**config.mk**
```make
export PLATFORM = sky130hd
export DESIGN_NAME = arc4_seq
export DESIGN_NICKNAME = d
export VERILOG_FILES = /design/src/rtl/arc4_pkg.sv /design/src/rtl/phase_watchdog.sv /design/src/rtl/arc4_seq.sv
export SDC_FILE = /design/constraint.sdc
export NUM_CORES = 1
export LEC_CHECK = 0
export ABC_AREA = 0
export CORE_ASPECT_RATIO = 1.25
export CORE_MARGIN = 5
export CORE_UTILIZATION = 36
export CTS_BUF_LIST = sky130_fd_sc_hd__clkbuf_4 sky130_fd_sc_hd__clkbuf_8
export DETAILED_ROUTE_END_ITERATION = 8
export PLACE_DENSITY_LB_ADDON = 0.1
export REMOVE_ABC_BUFFERS = 1
export SLEW_MARGIN = 20
export SYNTH_ARGS = -nofsm -noshare
export SYNTH_HDL_FRONTEND = slang
export SYNTH_SLANG_ARGS = --single-unit
```
**constraint.sdc**
```tcl
create_clock -name clk -period 2.9 [get_ports clk]
set_clock_uncertainty 0.1 [all_clocks]
set_input_delay 0.29 -clock clk [delete_from_list [all_inputs] [get_ports clk]]
set_output_delay 0.29 -clock clk [all_outputs]
set_load 0.01 [all_outputs]
```
**src/rtl/arc4_pkg.sv**
```systemverilog
// Shared types and constants for the ARC4 sequencer.
package arc4_pkg;

  // Default per-phase cycle budget before the sequencer gives up.
  localparam int unsigned DefaultTimeout = 4096;

  typedef enum logic [3:0] {
    StBoot,
    StIdle,
    StInitGo,
    StInitWait,
    StKsaGo,
    StKsaWait,
    StPrgaGo,
    StPrgaWait,
    StErr
  } seq_state_t;

  typedef enum logic [1:0] {
    PhaseNone = 2'd0,
    PhaseInit = 2'd1,
    PhaseKsa  = 2'd2,
    PhasePrga = 2'd3
  } phase_t;

  // Which sub-block owns the S-memory port in a given state.
  function automatic phase_t state_phase(input seq_state_t s);
    case (s)
      StInitGo, StInitWait: return PhaseInit;
      StKsaGo, StKsaWait:   return PhaseKsa;
      StPrgaGo, StPrgaWait: return PhasePrga;
      default:              return PhaseNone;
    endcase
  endfunction

endpackage

```
**src/rtl/phase_watchdog.sv**
```systemverilog
// Per-phase cycle counter; flags when the phase has used its whole budget.
module phase_watchdog #(
  parameter int unsigned TIMEOUT = 4096
) (
  input  logic clk,
  input  logic rst,
  input  logic clr,
  input  logic inc,
  output logic expired
);

  localparam int unsigned CW = $clog2(TIMEOUT + 1);

  logic [CW-1:0] cnt_q;

  // Clear wins over increment so a phase entry always starts from zero.
  always_ff @(posedge clk or posedge rst) begin
    if (rst) begin
      cnt_q <= '0;
    end else if (clr) begin
      cnt_q <= '0;
    end else if (inc) begin
      cnt_q <= cnt_q + CW'(1);
    end
  end

  assign expired = (cnt_q == CW'(TIMEOUT - 1));

endmodule

```
**src/rtl/arc4_seq.sv**
```systemverilog
// ARC4 top-level sequencer: runs init, ksa, prga in order, owns the S-memory port,
// supervises each phase with a watchdog and flags foreign writes.
module arc4_seq
  import arc4_pkg::*;
#(
  parameter int unsigned TIMEOUT = DefaultTimeout
) (
  input  logic       clk,
  input  logic       rst,
  input  logic       en,
  output logic       rdy,
  output logic       err,
  output logic       viol,
  output logic [1:0] phase,
  output logic       init_en,
  output logic       ksa_en,
  output logic       prga_en,
  input  logic       init_rdy,
  input  logic       ksa_rdy,
  input  logic       prga_rdy,
  input  logic [7:0] init_addr,
  input  logic [7:0] ksa_addr,
  input  logic [7:0] prga_addr,
  input  logic [7:0] init_wrdata,
  input  logic [7:0] ksa_wrdata,
  input  logic [7:0] prga_wrdata,
  input  logic       init_wren,
  input  logic       ksa_wren,
  input  logic       prga_wren,
  output logic [7:0] s_addr,
  output logic [7:0] s_wrdata,
  output logic       s_wren
);

  seq_state_t state_q, state_d;
  phase_t     cur_ph;
  logic       rdy_q, err_q, viol_q, seen_low_q;
  logic       own_rdy, vio_now;
  logic       wd_clr, wd_inc, wd_exp;
  logic       in_wait;

  assign cur_ph  = state_phase(state_q);
  assign phase   = cur_ph;
  assign rdy     = rdy_q;
  assign err     = err_q;
  assign viol    = viol_q;
  assign in_wait = (state_q == StInitWait) || (state_q == StKsaWait) || (state_q == StPrgaWait);

  // A start pulse is only offered while the target block says it can take it.
  assign init_en = (state_q == StInitGo) && init_rdy;
  assign ksa_en  = (state_q == StKsaGo) && ksa_rdy;
  assign prga_en = (state_q == StPrgaGo) && prga_rdy;

  // Owner mux for the S port plus detection of writes from any non-owner.
  always_comb begin
    s_addr   = '0;
    s_wrdata = '0;
    s_wren   = 1'b0;
    own_rdy  = 1'b0;
    vio_now  = 1'b0;
    unique case (cur_ph)
      PhaseInit: begin
        s_addr   = init_addr;
        s_wrdata = init_wrdata;
        s_wren   = init_wren;
        own_rdy  = init_rdy;
        vio_now  = ksa_wren | prga_wren;
      end
      PhaseKsa: begin
        s_addr   = ksa_addr;
        s_wrdata = ksa_wrdata;
        s_wren   = ksa_wren;
        own_rdy  = ksa_rdy;
        vio_now  = init_wren | prga_wren;
      end
      PhasePrga: begin
        s_addr   = prga_addr;
        s_wrdata = prga_wrdata;
        s_wren   = prga_wren;
        own_rdy  = prga_rdy;
        vio_now  = init_wren | ksa_wren;
      end
      PhaseNone: begin
        // Once in error nobody is supervised any more.
        vio_now = (state_q != StErr) && (init_wren | ksa_wren | prga_wren);
      end
    endcase
  end

  // Next-state logic; in GO a timeout beats the handshake so the counter can never
  // run past its compare value, in WAIT completion beats the timeout.
  always_comb begin
    state_d = state_q;
    unique case (state_q)
      StBoot:     state_d = StIdle;
      StIdle:     if (en) state_d = StInitGo;
      StInitGo:   if (wd_exp) state_d = StErr; else if (own_rdy) state_d = StInitWait;
      StInitWait: if (own_rdy && seen_low_q) state_d = StKsaGo; else if (wd_exp) state_d = StErr;
      StKsaGo:    if (wd_exp) state_d = StErr; else if (own_rdy) state_d = StKsaWait;
      StKsaWait:  if (own_rdy && seen_low_q) state_d = StPrgaGo; else if (wd_exp) state_d = StErr;
      StPrgaGo:   if (wd_exp) state_d = StErr; else if (own_rdy) state_d = StPrgaWait;
      StPrgaWait: if (own_rdy && seen_low_q) state_d = StIdle; else if (wd_exp) state_d = StErr;
      StErr:      state_d = StErr;
      default:    state_d = StErr;
    endcase
  end

  // Watchdog restarts on every GO entry and runs through GO and WAIT.
  always_comb begin
    wd_inc = (cur_ph != PhaseNone);
    wd_clr = (state_d != state_q) &&
             ((state_d == StInitGo) || (state_d == StKsaGo) || (state_d == StPrgaGo));
  end

  phase_watchdog #(
    .TIMEOUT (TIMEOUT)
  ) u_watchdog (
    .clk     (clk),
    .rst     (rst),
    .clr     (wd_clr),
    .inc     (wd_inc),
    .expired (wd_exp)
  );

  // FSM state with registered status outputs; seen_low guards against taking the
  // stale ready level left over from the GO handshake as completion.
  always_ff @(posedge clk or posedge rst) begin
    if (rst) begin
      state_q    <= StBoot;
      rdy_q      <= 1'b0;
      err_q      <= 1'b0;
      viol_q     <= 1'b0;
      seen_low_q <= 1'b0;
    end else begin
      state_q <= state_d;
      rdy_q   <= (state_d == StIdle);
      err_q   <= (state_d == StErr);
      viol_q  <= viol_q | vio_now;
      if (state_d != state_q) begin
        seen_low_q <= 1'b0;
      end else if (in_wait && !own_rdy) begin
        seen_low_q <= 1'b1;
      end
    end
  end

endmodule

```
==> metrics.md, run 1 <==
| Metric | Value |
|---|---|
| Outcome | finished, final reports clean |
| Endpoints failing hold | 0 |
| Post-synthesis register bit count | 21 |
| First-pass GRT wire length | ~8000 um |
| Crit start category | flop |
| Worst path bufs/invs | 3 |
| CTS tree | built |
| Syn Std Cell Area | roughly 1500 um^2 |
| Hold-fix buffers, CTS | 0 |
| I/O Pins | 82 |
| Fmax | 0.3756 GHz |
| Final setup violation count | 0 |
| Grt ovf | 0 |
| CTS clk-pin slew, worst paths | 80 ps |
| RSZ-0062 raised after global routing | false |
| Clock latency on the worst-skew pair | around 270 ps |
| Initial Util | 37.18% |
| Core area | approximately 4000 um^2 |
| Drt first pass iters | 5 |
| Die width | 68.20 um |
| Syn avg cell area | a little under 9 um^2 |
| Cell Count Post-Placement | ~310 |
| Worst EP arrival | 2270 ps |
| PortBufs | 81 |
| Commonest non-fill, non-tap cells in the layout | clkdlybuf4s50_1 (81), nor2_1 (37), dfrtp_1 (21), a222oi_1 (18) |
| LEAKAGE | between 0.9 and 1 nW |
| Maximum vdd drop | about 350 uV |
| Routed Antenna Nets | 0 |
| DR DRC count | 0 |
| Crit. End Element | output pin |
| Die Area | around 5600 um^2 |
| Layout cells sized above 1 | 8.203% |
| Multi-input combinational cell area | 920.9 um^2 |
| Final estimated routing congestion in global placement | 0.7679 |
| Synth Warn # | 0 |
| Gate Count Post-Synth | 174 |
| Initial antenna violation count | 0 |
| P&R area growth vs syn | 61.58% |
| Crit share post-route | 91.80% |
| Via/cell ratio | 5.458 |
| Filler cell count | 368 |
| Routed via count | around 1700 |
| Setup CP Type | reg2out |
| Post-DR wirelength/cell | 16.35 um |
| Vias in the first global route | ~1600 |
| Slew Viols, Final | 0 |
| Total Routing Usage GR | 17.84% |
| Final min period | 2662 ps |
| CTS sink cnt | 21 |
| Worst Tran Pin Value | 793.4 ps |
| Relative slew slack | 47.05% |
| Cell row count | 26 |
| Post-Layout Cell Count | ~310 |
| CP Data Required Time | 2510 ps |
| Power Density | 233.6 nW/um^2 |
| Final nets | 320 |
| Post-DP HPWL | 4018 um |
| Total CTS buffers | 3 |
| Worst Hold Class | in2async |
| Bufs on Longest Clock Path | 2 |
| Cell chain of the critical path | nand2b_1, inv_1, ha_1, buf_4, a222oi_1, nor2_1, clkdlybuf4s50_1 |
| CTS resizes | 0 |
| Hold slack final | 371.3 ps |
| Crit path max-delay family | buffers and inverters |
| Root buf cell | clkbuf_8 |
| Diodes inserted | 0 |
| H-tree depth | 1 |
| Max stage delay on crit path | 490 ps |
| Vert. Die Dim | 82.75 um |
| WL final | ~5100 um |
| Largest net degree at the start of global routing | 22 |
| Sequential area share after synthesis | 34.48% |
| Max Cap Violations | 0 |
| Drt initial violations | 129 |
| Yosys cell types | 38 |
| Critical path peak fanout | 18 |
| Sequential cell area | 525.5 um^2 |
| Critical path's slowest cell | clkdlybuf4s50_1 |
| Most common cell after layout, fill and taps aside | clkdlybuf4s50_1 |
==> metrics by stage <==
step / area (um^2) / power [mW] / util (%) / worst slack [ps] / setup TNS (ps)
after floorplan: 1458 / 0.3048 / - / -178.5 / -2320
after global placement: 2406 / 0.3830 / 58.70 / 353.3 / 0
after global routing: 2462 / 0.5990 / 60.07 / 17.43 / 0
after CTS: 2455 / 0.5794 / 59.89 / 209.9 / 0
after detailed placement: 2406 / 0.3841 / 58.70 / 220.4 / 0
final: 2462 / 0.5752 / 60.07 / 237.9 / 0
==> cell usage after synthesis (all sizes together) <==
cell type,number,area [um^2]
a2111oi,1,27.53
a211oi,1,7.510
a21oi,5,28.78
a221oi,1,8.760
a222oi,18,180.2
and3,2,12.51
and4b,1,10.01
buf,7,43.79
clkbuf,6,22.52
dfrtp,21,525.5
ha,6,75.07
inv,3,11.26
mux2i,2,20.02
nand2,10,37.54
nand2b,3,18.77
nand3,5,25.02
nand3b,3,22.52
nand4,2,12.51
nand4b,1,8.760
nor2,37,138.9
nor2b,2,12.51
nor3,4,25.02
nor4,2,12.51
nor4b,2,17.52
o21ai,5,25.02
o21ba,1,10.01
o21bai,4,30.03
o22ai,1,6.260
or2,2,12.51
or3,1,6.260
or3b,1,8.760
or4,2,15.01
xnor2,5,43.79
xor2,7,61.31
==> cells by family (layout without fill, tap and decap cells) <==
group / Yosys count / after routing / synth area share [%]
simple gates: 80 / 80 / 26.03
buf+inv: 16 / 98 / 5.090
mux: 2 / 2 / 1.314
xor+xnor: 12 / 12 / 6.896
compound gates: 37 / 37 / 21.26
flops: 21 / 21 / 34.48
fa+ha+maj: 6 / 6 / 4.926
==> power by group <==
group / leakage [nW] / switching, mW / internal [mW]
Combinational: 0.640 / 0.0187 / 0.0669
Clock: 0.0217 / 0.0999 / 0.0971
Sequential: 0.283 / 0 / 0.293
==> registers in the layout, indices dropped and copies added (netlist names) <==
signal	count
err	1
rdy	1
seen_low_q	1
state_q	4
u_watchdog.cnt_q	13
viol	1
==> area by class of cell <==
cell class,count,area share [%]
multi-input cells,137,37.40
repair buffers,91,35.98
flip-flops and latches,21,21.34
well taps,56,2.846
clock buffers,3,1.677
inverters,3,0.4573
clock inverters,1,0.3049
==> per-layer routing <==
layer	part of all wire, %	up-vias	wire length, um	track usage [%]
li1	-	813	-	-
met1	39	803	1990	20.48
met2	47	81	2420	31.63
met3	12	6	590	4.601
met4	2.0	0	101	5.964
met5	0	-	0	0
==> worst paths after layout <==
path                       startpoint                   to  slack (ps)  depth (start not counted)
max reg2reg                state_q[3]  u_watchdog.cnt_q[2]         270                         11
max                        state_q[3]          s_wrdata[3]         240                          7
min                               rst                 viol         370                          2
max in group asynchronous         rst           state_q[0]        1830                          2
min in group clk                 viol                 viol         390                          1
min reg2reg                      viol                 viol         390                          1
==> repair_timing <==
action,4_1_cts,5_1_grt
hold endpoints to repair,0,0
buffers inserted,0,1
endpoints found under the setup margin,0,9
No activity file was read; power rests on OpenSTA's default activity.
==> inputs of run 2 (changes only) <==
Settings changed: CORE_UTILIZATION 36 to 40.
Clock period 2.9 ns to 3 ns, I/O delays scaled along.
==> metrics.md, run 2 (synthesized netlist as in run 1, its figures left out) <==
| Metric | Value |
|---|---|
| R2R depth | 10 |
| Crit. End Element | output pin |
| Most common cell after layout, fill and taps aside | clkdlybuf4s50_1 |
| Logic pwr share | roughly 15% |
| DR DRC count | 0 |
| Clock latency on the worst-skew pair | 260 ps |
| CTS resizes | 0 |
| Final nets | 320 |
| Biggest regs | u_watchdog.cnt_q x13, state_q x4 |
| First-pass GRT wire length | 7900 um |
| Layout cells sized above 1 | 8.203% |
| Crit start category | flop |
| Total Routing Usage GR | 19.09% |
| Largest net degree at the start of global routing | 22 |
| CP Data Required Time | 2600 ps |
| Psw | around 0.11 mW |
| Die width | 65.21 um |
| CTS clk-pin slew, worst paths | 70 ps |
| Setup TNS | 0 ps |
| Power Density | around 220 nW/um^2 |
| Crit share post-route | 90.18% |
| Relative slew slack | between 40 and 50% |
| Routed via count | roughly 1700 |
| Root buf cell | clkbuf_8 |
| Filler cell count | between 300 and 400 |
| Cell chain of the critical path | nand2b_1, inv_1, ha_1, buf_4, a222oi_1, nor2_1, clkdlybuf4s50_1 |
| Initial antenna violation count | 0 |
| Via/cell ratio | 5.632 |
| Grt ovf | 0 |
| Final setup violation count | 0 |
| Vias in the first global route | 1562 |
| Max Cap Violations | 0 |
| Core area | 3722 um^2 |
| Vert. Die Dim | 79.01 um |
| CTS tree | built |
| Pwr Total | 0.5450 mW |
| Sequential cell area | 525.5 um^2 |
| H-tree depth | 1 |
| R2R Path Start | state_q[3] |
| Sw Ratio | 19.30% |
| Worst EP arrival | 2310 ps |
| Drt first pass iters | 5 |
| Worst R2R End | u_watchdog.cnt_q[11] |
| Worst Hold Class | in2async |
| Hold-fix buffers, CTS | 0 |
| Drt initial violations | 141 |
| Endpoints failing hold | 0 |
| Reg-to-reg slack, setup | between 400 and 500 ps |
| P&R area growth vs syn | 60.10% |
| Multi-input combinational cell area | approximately 920 um^2 |
| Pint | roughly 0.44 mW |
| Critical path peak fanout | 18 |
| Fmax | 0.3696 GHz |
| Max reg flops | 13 |
| Worst Tran Pin Value | approximately 760 ps |
| Register share of total power | 51.9% |
| Post-DP HPWL | 3842 um |
| Bufs on Longest Clock Path | 2 |
| Critical path's slowest cell | clkdlybuf4s50_1 |
| Maximum vdd drop | about 290 uV |
| Outcome | finished, final reports clean |
| Final estimated routing congestion in global placement | 0.8387 |
| Die Area | 5152 um^2 |
| Commonest non-fill, non-tap cells in the layout | clkdlybuf4s50_1 (81), nor2_1 (37), dfrtp_1 (21), a222oi_1 (18) |
| PortBufs | 81 |
| Slew Viols, Final | 0 |
| Setup Fix Bufs, Post-CTS | 0 |
| WL final | 4897 um |
| Final min period | roughly 2700 ps |
| Setup CP Type | reg2out |
| Clk pwr share | roughly a third |
| I/O Pins | 82 |
| CTS sink cnt | 21 |
| Diodes inserted | 0 |
| Post-DR wirelength/cell | between 15 and 20 um |
| RSZ-0062 raised after global routing | false |
| Max stage delay on crit path | about 480 ps |
| Initial Util | 40.94% |
| LEAKAGE | 0.9490 nW |
| Total CTS buffers | 3 |
| Cell row count | 25 |
| Routed Antenna Nets | 0 |
| Reg with most FFs | u_watchdog.cnt_q |
run 2: changes by cell type in the layout (fill, tap and decap cells not counted), sizes merged:
cell      change
clkinv        +1
clkinvlp      -1
run 2: stage by stage:
stage                     cells  area (um^2)  setup slack [ps]  utilization (%)  hold slack (ps)
final                       296         2440             294.5            65.55            371.1
after CTS                   296         2440             301.7            65.55            388.2
after detailed placement    292         2394             473.0            64.30            371.0
after global routing        296         2440             126.0            65.55            395.3
after floorplan             161         1458            -78.49                -            176.5
after global placement      292         2394             578.8            64.30            369.0
run 2: worst max path at each step:
stage / start / endpoint / slack (ps) / cells past startpoint
final: state_q[3] / s_wrdata[3] / 290 / 7
after global routing: state_q[3] / s_wrdata[6] / 130 / 7
after CTS: state_q[3] / s_wrdata[3] / 300 / 7
after detailed placement: state_q[3] / u_watchdog.cnt_q[11] / 470 / 10
after global placement: state_q[3] / u_watchdog.cnt_q[0] / 580 / 10
after floorplan: state_q[3] / u_watchdog.cnt_q[0] / -80 / 8
run 2: cell type report:
type	instances	share of cell area [%]
clock inverter	1	0.2051
multi-input combinational	137	37.74
clock buffer	3	1.692
inverter	3	0.4615
timing repair buffer	91	36.31
tap	40	2.051
sequential	21	21.54
run 2: critical path: cells and delay by family (launching register included):
| family | cells | cell delay (ps) |
|---|---|---|
| AO/OA/AOI/OAI | 1 | 350 |
| adder cells (fa/ha/maj) | 1 | 220 |
| buffers and inverters | 3 | 800 |
| flip-flops | 1 | 360 |
| AND/OR/NAND/NOR | 2 | 310 |
run 2: layer usage:
layer | global-route usage, % | share of wire, % | vias to the layer above
met3 | 4.102 | 10 | 8
met5 | 0 | 0 | -
met4 | 4.979 | 1.4 | 0
met1 | 26.11 | 42 | 764
li1 | - | - | 815
met2 | 30.40 | 46 | 80
run 2: power groups by stage:
stage | clock network, mW | logic [mW] | registers (mW)
5_1_grt | 0.198 | 0.0865 | 0.283
2_1_floorplan | 0 | 0.00622 | 0.288
3_3_place_gp | 0 | 0.0811 | 0.288
3_5_place_dp | 0 | 0.0817 | 0.288
4_1_cts | 0.186 | 0.0821 | 0.283
6_report | 0.181 | 0.0815 | 0.283
==> inputs of run 3 (changes only) <==
Settings changed: MAX_ROUTING_LAYER set to met4.
==> metrics.md, run 3 (synthesized netlist as in run 1, its figures left out) <==
| Metric | Value |
|---|---|
| RSZ-0062 raised after global routing | false |
| Final estimated routing congestion in global placement | 0.8517 |
| Routed Antenna Nets | 0 |
| Worst EP arrival | between 2000 and 2500 ps |
| Critical path peak fanout | 18 |
| Final min period | 2700 ps |
| Crit share post-route | 89.98% |
| Cell row count | 25 |
| Crit. End Element | output pin |
| WL final | 4899 um |
| Final worst slack | 300.5 ps |
| Die Area | 5152 um^2 |
| Post-Layout Cell Count | 296 |
| Dpl ws | 473.0 ps |
| Hold-fix buffers, CTS | 0 |
| Drt first pass iters | 6 |
| Initial Util | between 40% and 50% |
| Hold slack final | 373.6 ps |
| Largest net degree at the start of global routing | 22 |
| Fmax | 0.3704 GHz |
| CTS resizes | 0 |
| Commonest non-fill, non-tap cells in the layout | clkdlybuf4s50_1 (81), nor2_1 (37), dfrtp_1 (21), a222oi_1 (18) |
| Crit start category | flop |
| Relative slew slack | 49.13% |
| Initial antenna violation count | 0 |
| Biggest regs | u_watchdog.cnt_q x13, state_q x4 |
| Grt ovf | 0 |
| Max reg flops | 13 |
| Cell Count Post-Placement | 292 |
| Diodes inserted | 0 |
| Worst Tran Pin Value | 762.2 ps |
| Reg with most FFs | u_watchdog.cnt_q |
| Most common cell after layout, fill and taps aside | clkdlybuf4s50_1 |
| Bufs on Longest Clock Path | 2 |
| Drt initial violations | 156 |
| Die width | 65.21 um |
| DR DRC count | 0 |
| Post-DR wirelength/cell | 16.55 um |
| PortBufs | between 80 and 90 |
| Setup CP Type | reg2out |
| Post-DP HPWL | 3842 um |
| Slew Viols, Final | 0 |
| Layout cells sized above 1 | under 10% |
| Max Cap Violations | 0 |
| CTS clk-pin slew, worst paths | 70 ps |
| LEAKAGE | approximately 0.95 nW |
| Power Density | 223.5 nW/um^2 |
| Routed via count | 1667 |
| Vias in the first global route | 1560 |
| Outcome | finished, final reports clean |
| First-pass GRT wire length | 7886 um |
| P&R area growth vs syn | 60.10% |
| H-tree depth | 1 |
| Via/cell ratio | 5.632 |
| Final nets | 320 |
| Root buf cell | clkbuf_8 |
| Total Routing Usage GR | 19.59% |
| CTS tree | built |
| Core area | between 3000 and 4000 um^2 |
| Total CTS buffers | 3 |
| Worst Hold Class | in2async |
| Clock latency on the worst-skew pair | 260 ps |
| Maximum vdd drop | 289.7 uV |
| Final setup violation count | 0 |
| Setup Fix Bufs, Post-CTS | 0 |
| Vert. Die Dim | 79.01 um |
| CP Data Required Time | 2600 ps |
| I/O Pins | 82 |
| Endpoints failing hold | 0 |
| CTS sink cnt | 21 |
## run 3: report_power, final
part / internal [mW] / switching (mW)
Combinational: 0.0645 / 0.0170
Sequential: 0.283 / 0
Clock: 0.0924 / 0.0885
Total: 0.440 / 0.106
## run 3: area by class of cell
cell class,count,area [um^2]
sequential,21,525.5
clock buffer,3,41.29
multi-input combinational,137,920.9
clock inverter,1,5.005
fill,317,1282
inverter,3,11.26
timing repair buffer,91,885.9
tap,40,50.05
## run 3: worst paths after layout
check                                       end  startpoint  slack [ps]  depth (start not counted)
setup / recovery                      s_addr[1]  state_q[3]         300                          7
hold / removal              u_watchdog.cnt_q[7]         rst         370                          2
setup reg to reg           u_watchdog.cnt_q[11]  state_q[3]         450                         10
hold reg to reg                            viol        viol         390                          1
max in group asynchronous  u_watchdog.cnt_q[12]         rst        1950                          2
min in group clk                           viol        viol         390                          1
## run 3: per-stage QoR
step	TNS [ps]	cell area (um^2)	total power, mW	utilization (%)
after floorplan	-1020	1458	0.2946	-
after global placement	0	2394	0.3695	64.30
after detailed placement	0	2394	0.3701	64.30
after CTS	0	2440	0.5510	65.55
after global routing	0	2440	0.5670	65.55
final	0	2440	0.5453	65.55
## run 3: critical path, stage by stage (launching register included)
cell	delay, ps
dfrtp_1	360
nand2b_1	240
inv_1	120
ha_1	220
buf_4	200
a222oi_1	330
nor2_1	70
clkdlybuf4s50_1	500
## run 3: per-layer routing
layer / part of all wire [%] / wire (um) / vias up / global-route usage [%]
li1: - / - / 815 / -
met1: 43 / 2114 / 768 / 26.11
met2: 45 / 2206 / 76 / 30.40
met3: 10 / 510 / 8 / 4.102
met4: 1.4 / 68 / 0 / 4.979
met5: 0 / 0 / - / -
